<file path="config.mk">
export PLATFORM = sky130hd
export DESIGN_NAME = wb_mem_arbiter
export DESIGN_NICKNAME = d
export VERILOG_FILES = /design/src/rtl/wb_mem_arbiter.sv
export SDC_FILE = /design/constraint.sdc
export NUM_CORES = 1
export LEC_CHECK = 0
export ABC_CLOCK_PERIOD_IN_PS = 5300
export CORE_AREA = 3 3 162 164
export DETAILED_ROUTE_END_ITERATION = 12
export DIE_AREA = 0 0 165 167
export HOLD_SLACK_MARGIN = 0.1
export PLACE_DENSITY_LB_ADDON = 0.1
export SLEW_MARGIN = 10
export SYNTH_ARGS = -nofsm -noshare
export SYNTH_HDL_FRONTEND = slang
export SYNTH_SLANG_ARGS = --single-unit
</file>
<file path="constraint.sdc">
create_clock -name clk -period 5.3 [get_ports clk]
set_input_delay 1.06 -clock clk [delete_from_list [all_inputs] [get_ports clk]]
set_output_delay 1.06 -clock clk [all_outputs]
set_load 0.02 [all_outputs]
</file>
<file path="src/rtl/wb_mem_arbiter.sv">
// +--------------------------------------------------------------------------+
// | wb_mem_arbiter: shares instruction/data memories between core and bridge |
// | Revision: 1.0                                                            |
// +--------------------------------------------------------------------------+
`default_nettype none

module wb_mem_arbiter #(
  parameter int DATA_WIDTH     = 32,
  parameter int ADDR_WIDTH     = 32,
  parameter int MEM_ADDR_WIDTH = 10,
  parameter int TIMEOUT        = 255
) (
  input  logic                      clk,
  input  logic                      rst,
  // bridge slave port
  input  logic                      s_cyc_i,
  input  logic                      s_stb_i,
  input  logic                      s_we_i,
  input  logic [ADDR_WIDTH-1:0]     s_adr_i,
  input  logic [DATA_WIDTH-1:0]     s_dat_i,
  input  logic                      s_sel_mem_i,
  output logic [DATA_WIDTH-1:0]     s_dat_o,
  output logic                      s_ack_o,
  output logic                      s_err_o,
  // core port
  input  logic [ADDR_WIDTH-1:0]     core_pc_i,
  input  logic [ADDR_WIDTH-1:0]     core_data_addr_i,
  input  logic                      core_mem_write_i,
  input  logic [DATA_WIDTH-1:0]     core_write_data_i,
  output logic [DATA_WIDTH-1:0]     core_instr_o,
  output logic [DATA_WIDTH-1:0]     core_read_data_o,
  output logic                      core_stall_o,
  // instruction memory master port
  output logic                      im_cyc_o,
  output logic                      im_stb_o,
  output logic                      im_we_o,
  output logic [MEM_ADDR_WIDTH-1:0] im_adr_o,
  output logic [DATA_WIDTH-1:0]     im_dat_o,
  input  logic [DATA_WIDTH-1:0]     im_dat_i,
  input  logic                      im_ack_i,
  // data memory master port
  output logic                      dm_cyc_o,
  output logic                      dm_stb_o,
  output logic                      dm_we_o,
  output logic [MEM_ADDR_WIDTH-1:0] dm_adr_o,
  output logic [DATA_WIDTH-1:0]     dm_dat_o,
  input  logic [DATA_WIDTH-1:0]     dm_dat_i,
  input  logic                      dm_ack_i
);

  typedef enum logic [1:0] {
    ST_CORE    = 2'd0,
    ST_CHECK   = 2'd1,
    ST_BRIDGE  = 2'd2,
    ST_RELEASE = 2'd3
  } state_t;

  // Timer counts completed BRIDGE cycles; the last permitted cycle is TIMEOUT-1.
  localparam logic [7:0] c_timeout_last = 8'(TIMEOUT - 1);

  state_t                    r_state;
  state_t                    w_next_state;

  logic                      r_req_we;
  logic                      r_req_sel;
  logic                      r_req_oor;
  logic [MEM_ADDR_WIDTH-1:0] r_req_adr;
  logic [DATA_WIDTH-1:0]     r_req_dat;

  logic [7:0]                r_timer;
  logic                      r_stall;
  logic                      r_ack;
  logic                      r_err;
  logic [DATA_WIDTH-1:0]     r_s_dat;
  logic [DATA_WIDTH-1:0]     r_held_instr;
  logic [DATA_WIDTH-1:0]     r_held_data;

  logic                      w_bridge_req;
  logic                      w_sel_ack;
  logic [DATA_WIDTH-1:0]     w_sel_dat;
  logic                      w_timeout;
  logic                      w_unused_addr_bits;

  assign w_bridge_req = s_cyc_i & s_stb_i;
  assign w_sel_ack    = r_req_sel ? dm_ack_i : im_ack_i;
  assign w_sel_dat    = r_req_sel ? dm_dat_i : im_dat_i;
  assign w_timeout    = (r_timer == c_timeout_last);

  // Byte-lane bits and core upper address bits carry no meaning here.
  assign w_unused_addr_bits = ^{s_adr_i[1:0], core_pc_i[1:0], core_data_addr_i[1:0],
                                core_pc_i[ADDR_WIDTH-1:MEM_ADDR_WIDTH+2],
                                core_data_addr_i[ADDR_WIDTH-1:MEM_ADDR_WIDTH+2]};

  always_comb begin
    w_next_state = r_state;
    case (r_state)
      ST_CORE:    if (w_bridge_req) w_next_state = ST_CHECK;
      ST_CHECK:   w_next_state = r_req_oor ? ST_RELEASE : ST_BRIDGE;
      ST_BRIDGE:  if (w_sel_ack || w_timeout) w_next_state = ST_RELEASE;
      ST_RELEASE: w_next_state = ST_CORE;
      default:    w_next_state = ST_CORE;
    endcase
  end

  always_comb begin
    im_cyc_o = 1'b0;
    im_stb_o = 1'b0;
    im_we_o  = 1'b0;
    im_adr_o = '0;
    im_dat_o = '0;
    dm_cyc_o = 1'b0;
    dm_stb_o = 1'b0;
    dm_we_o  = 1'b0;
    dm_adr_o = '0;
    dm_dat_o = '0;
    case (r_state)
      ST_CORE: begin
        im_cyc_o = 1'b1;
        im_stb_o = 1'b1;
        im_adr_o = core_pc_i[MEM_ADDR_WIDTH+1:2];
        dm_cyc_o = 1'b1;
        dm_stb_o = 1'b1;
        dm_we_o  = core_mem_write_i;
        dm_adr_o = core_data_addr_i[MEM_ADDR_WIDTH+1:2];
        dm_dat_o = core_write_data_i;
      end
      ST_BRIDGE: begin
        if (r_req_sel) begin
          dm_cyc_o = 1'b1;
          dm_stb_o = 1'b1;
          dm_we_o  = r_req_we;
          dm_adr_o = r_req_adr;
          dm_dat_o = r_req_dat;
        end else begin
          im_cyc_o = 1'b1;
          im_stb_o = 1'b1;
          im_we_o  = r_req_we;
          im_adr_o = r_req_adr;
          im_dat_o = r_req_dat;
        end
      end
      default: ;
    endcase
  end

  always_ff @(posedge clk or negedge rst) begin
    if (!rst) begin
      r_state      <= ST_CORE;
      r_stall      <= 1'b0;
      r_ack        <= 1'b0;
      r_err        <= 1'b0;
      r_s_dat      <= '0;
      r_held_instr <= '0;
      r_held_data  <= '0;
      r_timer      <= '0;
      r_req_we     <= 1'b0;
      r_req_sel    <= 1'b0;
      r_req_oor    <= 1'b0;
      r_req_adr    <= '0;
      r_req_dat    <= '0;
    end else begin
      r_state <= w_next_state;
      r_stall <= (w_next_state != ST_CORE);
      r_ack   <= (r_state == ST_BRIDGE) && w_sel_ack;
      r_err   <= ((r_state == ST_CHECK) && r_req_oor) ||
                 ((r_state == ST_BRIDGE) && !w_sel_ack && w_timeout);

      if (r_state == ST_CORE) begin
        r_held_instr <= im_dat_i;
        r_held_data  <= dm_dat_i;
        if (w_bridge_req) begin
          r_req_we  <= s_we_i;
          r_req_sel <= s_sel_mem_i;
          r_req_oor <= |s_adr_i[ADDR_WIDTH-1:MEM_ADDR_WIDTH+2];
          r_req_adr <= s_adr_i[MEM_ADDR_WIDTH+1:2];
          r_req_dat <= s_dat_i;
        end
      end

      if (r_state == ST_CHECK) begin
        r_timer <= '0;
      end else if ((r_state == ST_BRIDGE) && !w_sel_ack) begin
        r_timer <= r_timer + 8'd1;
      end

      if ((r_state == ST_BRIDGE) && w_sel_ack && !r_req_we) begin
        r_s_dat <= w_sel_dat;
      end
    end
  end

  assign s_dat_o          = r_s_dat;
  assign s_ack_o          = r_ack;
  assign s_err_o          = r_err;
  assign core_stall_o     = r_stall;
  assign core_instr_o     = r_stall ? r_held_instr : im_dat_i;
  assign core_read_data_o = r_stall ? r_held_data  : dm_dat_i;

endmodule

`default_nettype wire

</file>
==> flow_metrics.py, run 1 <==
metrics = {
    "status": {
        "outcome": "completed",
    },
    "flow_run": {
        "drv_cap": 0,
    },
    "cts": {
        "clock_latency_ns": 0.42,
        "clockBufferDepth": 2,
        "cts_post_setup_buffers_inserted": 0,
        "cts_tree": "done",
        "cts_resized": 0,
        "path_clk_slew_ns": 0.06,
        "cts-root-buf": "clkbuf_16",
        "cts-htree-levels": 4,
        "cts_made_buffers": 17,
        "holdBufCountCts": 0,
        "cts.sinks": 154,
    },
    "layout": {
        "syn_to_final_growth_pct": 59.6,
        "nets": 1187,
        "final_common_cell": "clkdlybuf4s50_1",
        "fillers": 2272,
        "final_cells": 1292,
        "diodes": 0,
        "layout-drive-gt1-share": 0.295,
        "layout_common_cells": "374 x clkdlybuf4s50_1, 236 x mux2_2, 152 x dfrtp_1",
    },
    "worst_setup_path": {
        "cpMostUsedCell": "inv_1",
        "path_buf_inv": 4,
        "endpoint_kind": "output pin",
        "worstPathRequired_ns": 4.24,
        "crit_type": "reg -> out",
        "endpoint": "im_dat_o[2]",
        "cp.arrival_ns": 2.97,
        "cp.depth": 7,
        "r2r-start": "r_req_sel$_DFFE_PN0P_",
        "crit_path_top_delay_cell": "clkdlybuf4s50_1",
        "path_delay_family": "buffers and inverters",
        "cp_cell_sequence": "inv_1 -> ha_1 -> inv_1 -> nor2_2 -> buf_4 -> and2_1 -> clkdlybuf4s50_1",
        "startpoint": "r_state[0]$_DFF_PN0_",
        "cp_slowest_stage_delay_ns": 0.66,
        "start_kind": "register",
        "rrSetupSlack_ns": 2.25,
        "worst_r2r_path_depth": 5,
        "crit_path_max_fanout": 43,
        "reg2reg_to": "s_dat_o[30]$_DFFE_PN0P_",
    },
    "floorplan": {
        "ioPinCount": 422,
        "die_w_um": 165,
        "dieArea_um2": 27600,
        "rows": 58,
        "die_h_um": 167,
        "coreArea_um2": 25000,
        "initial_core_util": 0.313,
    },
    "place": {
        "place.gp.congestion": 0.816,
        "dp_hpwl_um": 18300,
        "numPortBuffers": 375,
        "dp.cells": 1260,
    },
    "synthesis": {
        "ys_types": 36,
        "syn_inst": 591,
        "synth_area_um2": 7830,
        "ys.flop_type": "dfrtp_1",
        "synth_seq_cells": 154,
        "synth-async-reset-ratio": 1.00,
        "avgSynthCellArea_um2": 13.3,
        "synth-edff-count": 0,
        "synth-warning-count": 0,
        "syn_nets": 829,
        "ys_seq_area_frac": 0.492,
    },
    "grt": {
        "overflow": 0,
        "grt_pass1_wl_um": 39600,
        "grt.total_usage": 0.186,
        "grt_pass1_vias": 6625,
        "antenna_found_initial": 0,
        "grt_max_degree": 94,
    },
    "timing": {
        "post-route-period-util": 0.760,
        "slew_violations": 0,
        "slew_headroom": 0.308,
        "clock-skew-final_ns": 0.00974,
        "final.setup.tns_ns": 0,
        "hold_violations": 0,
        "rsz0062_at_grt": "no",
        "min_period_ns": 4.03,
        "fmax_mhz": 248,
        "worstMarginPinSlew_ns": 1.04,
        "finalSetupViolations": 0,
    },
    "pwr": {
        "power_leakage_nw": 4.97,
        "power_mw": 8.18,
        "peakVddDrop_mv": 0.311,
        "powerDensity_nw_per_um2": 654,
    },
    "route": {
        "via_per_inst": 4.76,
        "dr.pass1.iters": 4,
        "drtIter0Drc": 237,
        "drt_wl_total_um": 25700,
        "ant_nets": 0,
        "num_vias": 6145,
        "drcViolationCount": 0,
        "wl_per_cell_um": 19.9,
    },
    "hold_path": {
        "holdCritPathClass": "reg -> reg",
    },
}
==> per-stage QoR <==
stage	utilization	hold WS [ns]	setup WS [ns]	instance area (µm²)
final	0.499	0.494	1.27	12500
after global routing	0.499	0.513	1.08	12500
after CTS	0.499	0.499	1.20	12500
after detailed placement	0.476	0.483	1.66	11900
after global placement	0.476	0.471	1.72	11900
after floorplan	-	0.453	2.57	7830
==> Yosys cell counts (2+ instances only) <==
cell / instances / area, µm²
a21oi_1: 7 / 35.0
a22o_1: 53 / 464
and2_1: 34 / 213
buf_1: 5 / 18.8
buf_2: 5 / 25.0
buf_4: 2 / 15.0
buf_6: 2 / 22.5
clkbuf_1: 31 / 116
dfrtp_1: 154 / 3850
ha_1: 5 / 62.6
inv_1: 6 / 22.5
mux2_2: 236 / 2660
nand2_1: 6 / 22.5
nand3_1: 5 / 25.0
nand4_1: 4 / 25.0
nor2_1: 3 / 11.3
nor4_1: 5 / 31.3
o21ai_0: 5 / 25.0
o31ai_1: 3 / 22.5
or3_1: 2 / 12.5
or4_1: 3 / 22.5
==> how the worst min path moves through the flow <==
stage | startpoint | endpoint | slack, ns | depth (start not counted)
6_report | s_dat_o[1]$_DFFE_PN0P_ | s_dat_o[1]$_DFFE_PN0P_ | 0.49 | 1
5_1_grt | r_held_instr[1]$_DFFE_PN0P_ | r_held_instr[1]$_DFFE_PN0P_ | 0.51 | 1
4_1_cts | s_dat_o[1]$_DFFE_PN0P_ | s_dat_o[1]$_DFFE_PN0P_ | 0.50 | 1
3_5_place_dp | s_dat_o[1]$_DFFE_PN0P_ | s_dat_o[1]$_DFFE_PN0P_ | 0.48 | 1
3_3_place_gp | s_dat_o[1]$_DFFE_PN0P_ | s_dat_o[1]$_DFFE_PN0P_ | 0.47 | 1
2_1_floorplan | r_req_oor$_DFFE_PN0P_ | s_err_o$_DFF_PN0_ | 0.45 | 2
==> report_power, final <==
part / internal, mW / switching [mW]
logic: 2.55 / 2.20
registers: 1.76 / 0.438
clock network: 0.712 / 0.514
==> metal layers <==
layer | GRT usage | wire length, µm | vias to the layer above
met5 | 0 | 0 | -
met4 | 0.0507 | 395 | 0
met3 | 0.0590 | 1730 | 27
met2 | 0.309 | 12800 | 181
met1 | 0.232 | 10800 | 3034
li1 | - | - | 2903
==> final cells by class <==
cell class / instances / area, µm² / area share
clock buffer: 20 / 447 / 0.0357
sequential: 154 / 3860 / 0.309
tap: 330 / 413 / 0.0330
clock inverter: 12 / 141 / 0.0113
inverter: 6 / 22.5 / 0.00180
timing repair buffer: 384 / 3830 / 0.307
multi-input combinational: 386 / 3780 / 0.303
==> sequential cells by signal (all words and copies together) (netlist names) <==
signal / flops
r_state: 2
r_timer: 8
r_held_data: 32
s_dat_o: 32
r_req_adr: 10
r_held_instr: 32
r_req_dat: 32
r_req_oor: 1
s_err_o: 1
r_req_we: 1
r_req_sel: 1
s_ack_o: 1
core_stall_o: 1
==> cells by family after synthesis <==
| family | Yosys count | synth area share |
|---|---|---|
| buffers and inverters | 51 | 0.0281 |
| multiplexers | 239 | 0.344 |
| flip-flops | 154 | 0.492 |
| AND/OR/NAND/NOR | 68 | 0.0519 |
| AO/OA/AOI/OAI | 74 | 0.0760 |
| adder cells (fa/ha/maj) | 5 | 0.00799 |
(Power assumes the default switching activity.)
==> run 2, diff against run 1 <==
--- a/config.mk
+++ b/config.mk
@@ -5,10 +5,10 @@
 export SDC_FILE = /design/constraint.sdc
 export NUM_CORES = 1
 export LEC_CHECK = 0
-export ABC_CLOCK_PERIOD_IN_PS = 5300
-export CORE_AREA = 3 3 162 164
+export ABC_CLOCK_PERIOD_IN_PS = 3500
+export CORE_AREA = 3 3 161 163
 export DETAILED_ROUTE_END_ITERATION = 12
-export DIE_AREA = 0 0 165 167
+export DIE_AREA = 0 0 164 166
 export HOLD_SLACK_MARGIN = 0.1
 export PLACE_DENSITY_LB_ADDON = 0.1
 export SLEW_MARGIN = 10
==> constraint.sdc (replaced) <==
create_clock -name clk -period 3.5 [get_ports clk]
set_input_delay 0.7 -clock clk [delete_from_list [all_inputs] [get_ports clk]]
set_output_delay 0.7 -clock clk [all_outputs]
set_load 0.02 [all_outputs]
==> run 2 against run 1 <==
Combinational power grew 56%; via count grew 1.4%; cell area grew 0.90%; critical path type unchanged; first-iteration DRC count grew 7.2%; global-route usage grew 0.57 points; register-to-register slack lost 1.2 ns; critical path depth shrank 1; clock skew grew 0.00090 ns; flip-flop and latch count is the same.
==> flow_metrics.py, run 2 (synthesis results as in run 1) <==
metrics = {
    "place": {
        "dp_hpwl_um": 19100,
        "place.gp.congestion": 0.877,
        "numPortBuffers": 375,
    },
    "worst_setup_path": {
        "r2r-start": "r_state[0]$_DFF_PN0_",
        "crit_path_max_fanout": 44,
        "cp.arrival_ns": 2.61,
        "worst_r2r_path_depth": 6,
        "start_kind": "register",
        "worstPathRequired_ns": 2.80,
        "reg2reg_to": "r_req_dat[31]$_DFFE_PN0P_",
        "rrSetupSlack_ns": 1.04,
        "endpoint_kind": "output pin",
        "crit_type": "reg -> out",
    },
    "pwr": {
        "peakVddDrop_mv": 0.561,
        "power_mw": 12.5,
        "powerDensity_nw_per_um2": 993,
        "power_leakage_nw": 5.04,
    },
    "layout": {
        "diodes": 0,
        "syn_to_final_growth_pct": 61.0,
        "nets": 1197,
        "layout-drive-gt1-share": 0.305,
        "fillers": 2184,
        "final_common_cell": "clkdlybuf4s50_1",
        "layout_common_cells": "374 x clkdlybuf4s50_1, 236 x mux2_2, 152 x dfrtp_1",
    },
    "floorplan": {
        "ioPinCount": 422,
        "coreArea_um2": 24500,
        "die_w_um": 164,
        "die_h_um": 166,
        "rows": 57,
        "initial_core_util": 0.320,
        "dieArea_um2": 27200,
    },
    "route": {
        "drtIter0Drc": 254,
        "ant_nets": 0,
        "dr.pass1.iters": 6,
        "via_per_inst": 4.81,
        "drcViolationCount": 0,
        "wl_per_cell_um": 20.1,
        "drt_wl_total_um": 26100,
        "num_vias": 6233,
    },
    "timing": {
        "clock-skew-final_ns": 0.0106,
        "slew_violations": 0,
        "rsz0062_at_grt": "no",
        "whs_ns": 0.255,
        "post-route-period-util": 0.947,
        "hold_violations": 0,
        "min_period_ns": 3.31,
        "slew_headroom": 0.513,
        "finalSetupViolations": 0,
        "final.setup.tns_ns": 0,
        "fmax_mhz": 302,
        "worstMarginPinSlew_ns": 0.731,
    },
    "cts": {
        "cts_made_buffers": 17,
        "cts_tree": "done",
        "clockBufferDepth": 2,
        "clock_latency_ns": 0.42,
        "cts-root-buf": "clkbuf_16",
        "cts.sinks": 154,
        "path_clk_slew_ns": 0.07,
        "cts-htree-levels": 4,
        "cts_post_setup_buffers_inserted": 0,
    },
    "grt": {
        "antenna_found_initial": 0,
        "overflow": 0,
        "grt.total_usage": 0.192,
        "grt_pass1_vias": 6534,
        "grt_max_degree": 62,
        "grt_pass1_wl_um": 40100,
    },
    "flow_run": {
        "drv_cap": 0,
    },
    "status": {
        "outcome": "completed",
    },
    "hold_path": {
        "holdCritPathClass": "in -> async",
    },
}
run 2: changes by cell type in the layout (fill, tap and decap cells not counted):
cell | before | now
buf_4 | 8 | 14
buf_12 | 1 | 5
clkbuf_8 | 1 | 3
clkinvlp_4 | 5 | 3
bufinv_16 | 2 | 1
clkbuf_1 | 2 | 1
clkinv_2 | 0 | 1
clkinv_4 | 2 | 3
ha_1 | 4 | 3
ha_2 | 0 | 1
run 2: per-layer routing:
metal,vias up,wire [µm],track usage
met1,3087,11100,0.245
li1,2920,-,-
met3,24,1850,0.0673
met5,-,0,0
met2,202,12600,0.310
met4,0,450,0.0471
run 2: layout make-up:
class | count | area, µm² | share of cell area
Tap cell | 324 | 405 | 0.0321
Timing Repair Buffer | 394 | 3960 | 0.314
Sequential cell | 154 | 3860 | 0.306
Inverter | 6 | 22.5 | 0.00179
Clock inverter | 11 | 110 | 0.00873
Multi-Input combinational cell | 386 | 3790 | 0.300
Clock buffer | 21 | 470 | 0.0373
run 2: timing repair:
action,4_1_cts,5_1_grt
hold buffers,0,0
resized for setup,0,1
setup endpoints to repair,0,36
run 2: critical path, stage by stage, from the launching register on:
cell and delay [ns]:
dfrtp_1 0.42, inv_1 0.14, ha_2 0.31, and2_1 0.20, buf_12 0.24, a22o_1 0.23
clkdlybuf4s50_1 0.63
run 2: metrics by stage:
stage / area (µm²) / setup slack (ns) / instances / util
after global routing: 12600 / 0.0683 / 1296 / 0.516
after CTS: 12600 / 0.0757 / 1296 / 0.515
after global placement: 12000 / 0.549 / 1264 / 0.492
after detailed placement: 12000 / 0.539 / 1264 / 0.492
after floorplan: 7830 / 1.13 / 591 / -
final: 12600 / 0.185 / 1296 / 0.516
run 2: report_power, final:
| group | total (mW) | internal (mW) | leakage [nW] | switching [mW] |
|---|---|---|---|---|
| registers | 3.27 | 2.67 | 1.83 | 0.601 |
| logic | 7.43 | 3.97 | 2.94 | 3.46 |
| clock network | 1.82 | 1.05 | 0.277 | 0.773 |
run 2: worst max path at each step:
stage	startpoint	endpoint	slack [ns]	cells past startpoint
final	r_state[0]$_DFF_PN0_	dm_adr_o[8]	0.19	6
after global routing	r_state[0]$_DFF_PN0_	im_dat_o[22]	0.07	7
after CTS	r_state[0]$_DFF_PN0_	dm_adr_o[8]	0.08	6
after detailed placement	r_state[0]$_DFF_PN0_	dm_adr_o[8]	0.54	6
after global placement	r_state[0]$_DFF_PN0_	dm_adr_o[8]	0.55	6
after floorplan	r_state[0]$_DFF_PN0_	im_adr_o[0]	1.13	7
==> run 3, diff against run 2 <==
--- a/config.mk
+++ b/config.mk
@@ -6,9 +6,9 @@
 export NUM_CORES = 1
 export LEC_CHECK = 0
 export ABC_CLOCK_PERIOD_IN_PS = 3500
-export CORE_AREA = 3 3 161 163
+export CORE_AREA = 5 5 163 165
 export DETAILED_ROUTE_END_ITERATION = 12
-export DIE_AREA = 0 0 164 166
+export DIE_AREA = 0 0 168 170
 export HOLD_SLACK_MARGIN = 0.1
 export PLACE_DENSITY_LB_ADDON = 0.1
 export SLEW_MARGIN = 10
==> run 3 against run 2 <==
Count of clock-buffer cells in the layout unchanged; routed wire length increased by 3.2%; worst hold slack improved by 0.084 ns; total power increased by 0.55%; die area increased by 4.9%; global-route usage decreased by 0.79 points; flip-flop and latch count unchanged; combinational power increased by 0.7%; clock power increased by 4%; via count decreased by 0.40%; fmax decreased by 2.0%; sequential power decreased by 2%; critical path type unchanged; critical endpoint unchanged; highest routed layer unchanged.
==> flow_metrics.py, run 3 (synthesis results as in run 1) <==
metrics = {
    "timing": {
        "min_period_ns": 3.38,
        "finalSetupViolations": 0,
        "fmax_mhz": 296,
        "post-route-period-util": 0.967,
        "hold_violations": 0,
        "final.setup.tns_ns": 0,
        "whs_ns": 0.339,
        "slew_violations": 0,
        "clock-skew-final_ns": 0.00981,
        "slew_headroom": 0.470,
        "worstMarginPinSlew_ns": 0.796,
        "rsz0062_at_grt": "no",
    },
    "cts": {
        "path_clk_slew_ns": 0.07,
        "holdBufCountCts": 0,
        "cts-htree-levels": 4,
        "cts_tree": "done",
        "cts.sinks": 154,
        "cts-root-buf": "clkbuf_16",
        "clock_latency_ns": 0.42,
        "clockBufferDepth": 2,
        "cts_made_buffers": 17,
    },
    "place": {
        "dp_hpwl_um": 19600,
        "numPortBuffers": 375,
        "dp.cells": 1267,
        "place_area_um2": 12000,
        "place.gp.congestion": 0.868,
    },
    "route": {
        "drt_wl_total_um": 26900,
        "wl_per_cell_um": 20.7,
        "drcViolationCount": 0,
        "num_vias": 6208,
        "ant_nets": 0,
        "dr.pass1.iters": 4,
        "via_per_inst": 4.77,
        "drtIter0Drc": 262,
    },
    "grt": {
        "antenna_found_initial": 0,
        "grt.total_usage": 0.184,
        "grt_pass1_wl_um": 40900,
        "grt_max_degree": 80,
        "overflow": 0,
        "grt_pass1_vias": 6510,
    },
    "worst_setup_path": {
        "crit_type": "reg -> out",
        "startpoint": "r_state[0]$_DFF_PN0_",
        "reg2reg_to": "r_held_data[30]$_DFFE_PN0P_",
        "cp.arrival_ns": 2.68,
        "crit_path_max_fanout": 30,
        "start_kind": "register",
        "rrSetupSlack_ns": 0.90,
        "r2r-start": "r_state[0]$_DFF_PN0_",
        "endpoint_kind": "output pin",
        "endpoint": "dm_adr_o[8]",
        "worst_r2r_path_depth": 6,
        "worstPathRequired_ns": 2.80,
    },
    "layout": {
        "seqCellArea_um2": 3860,
        "diodes": 0,
        "multi_input_area_um2": 3790,
        "syn_to_final_growth_pct": 61.4,
        "nets": 1196,
        "layout-drive-gt1-share": 0.304,
        "layout_common_cells": "373 x clkdlybuf4s50_1, 236 x mux2_2, 152 x dfrtp_1",
        "final_common_cell": "clkdlybuf4s50_1",
        "fillers": 2223,
        "final_cells": 1301,
        "stdcell_area_um2": 12600,
    },
    "hold_path": {
        "holdCritPathClass": "in -> async",
    },
    "pwr": {
        "power_leakage_nw": 5.07,
        "power.share.combinational": 0.594,
        "power_mw": 12.6,
        "netSwitchingPower_mw": 4.85,
        "powerDensity_nw_per_um2": 996,
        "p_clk_frac": 0.151,
        "internal_power_mw": 7.74,
        "sequentialPowerShare": 0.255,
        "peakVddDrop_mv": 0.554,
        "switching_share": 0.385,
    },
    "floorplan": {
        "die_w_um": 168,
        "coreArea_um2": 24900,
        "initial_core_util": 0.315,
        "dieArea_um2": 28600,
        "rows": 58,
        "die_h_um": 170,
        "ioPinCount": 422,
    },
    "status": {
        "outcome": "completed",
    },
    "flow_run": {
        "drv_cap": 0,
    },
}
## run 3: worst max-delay path: stages, from the launching register on
cell,delay [ns]
dfrtp_1,0.41
inv_1,0.13
ha_1,0.20
and2_2,0.38
buf_12,0.24
a22o_1,0.25
clkdlybuf4s50_1,0.64
## run 3: power groups by stage
stage / Sequential, mW / Combinational (mW) / Clock (mW)
after detailed placement: 3.23 / 7.54 / 0
final: 3.21 / 7.48 / 1.90
after floorplan: 3.31 / 4.11 / 0
after global routing: 3.33 / 7.96 / 2.03
after global placement: 3.22 / 7.54 / 0
after CTS: 3.22 / 7.58 / 1.96
## run 3: what timing repair did
action | 4_1_cts | 5_1_grt
gates resized for setup | 1 | 1
setup buffers | 0 | 2
pin swaps | 0 | 1
setup endpoints to repair | 3 | 3
## run 3: layout make-up
| type | instances | area share |
|---|---|---|
| timing repair buffer | 393 | 0.313 |
| sequential | 154 | 0.305 |
| multi-input combinational | 386 | 0.300 |
| clock buffer | 21 | 0.0372 |
| tap | 330 | 0.0327 |
| clock inverter | 11 | 0.0107 |
| inverter | 6 | 0.00178 |
## run 3: stage by stage
step / utilization / setup WS, ns
after floorplan: - / 1.13
after global placement: 0.483 / 0.437
after detailed placement: 0.483 / 0.436
after CTS: 0.507 / 0.0792
after global routing: 0.508 / 0.000679
final: 0.508 / 0.116
## run 3: per-layer routing
layer | vias up | GRT usage | routed length, µm
li1 | 2909 | - | -
met1 | 3110 | 0.230 | 10900
met2 | 169 | 0.310 | 13800
met3 | 20 | 0.0613 | 1890
met4 | 0 | 0.0409 | 309
met5 | - | 0 | 0
## run 3: worst min-delay path by stage
stage | from | endpoint | slack [ns] | depth (start not counted)
5_1_grt | rst | s_dat_o[17]$_DFFE_PN0P_ | 0.40 | 1
3_5_place_dp | s_dat_o[1]$_DFFE_PN0P_ | s_dat_o[1]$_DFFE_PN0P_ | 0.48 | 1
2_1_floorplan | rst | core_stall_o$_DFF_PN0_ | 0.40 | 0
6_report | rst | s_dat_o[17]$_DFFE_PN0P_ | 0.34 | 1
4_1_cts | rst | s_dat_o[17]$_DFFE_PN0P_ | 0.37 | 1
3_3_place_gp | s_dat_o[1]$_DFFE_PN0P_ | s_dat_o[1]$_DFFE_PN0P_ | 0.47 | 1
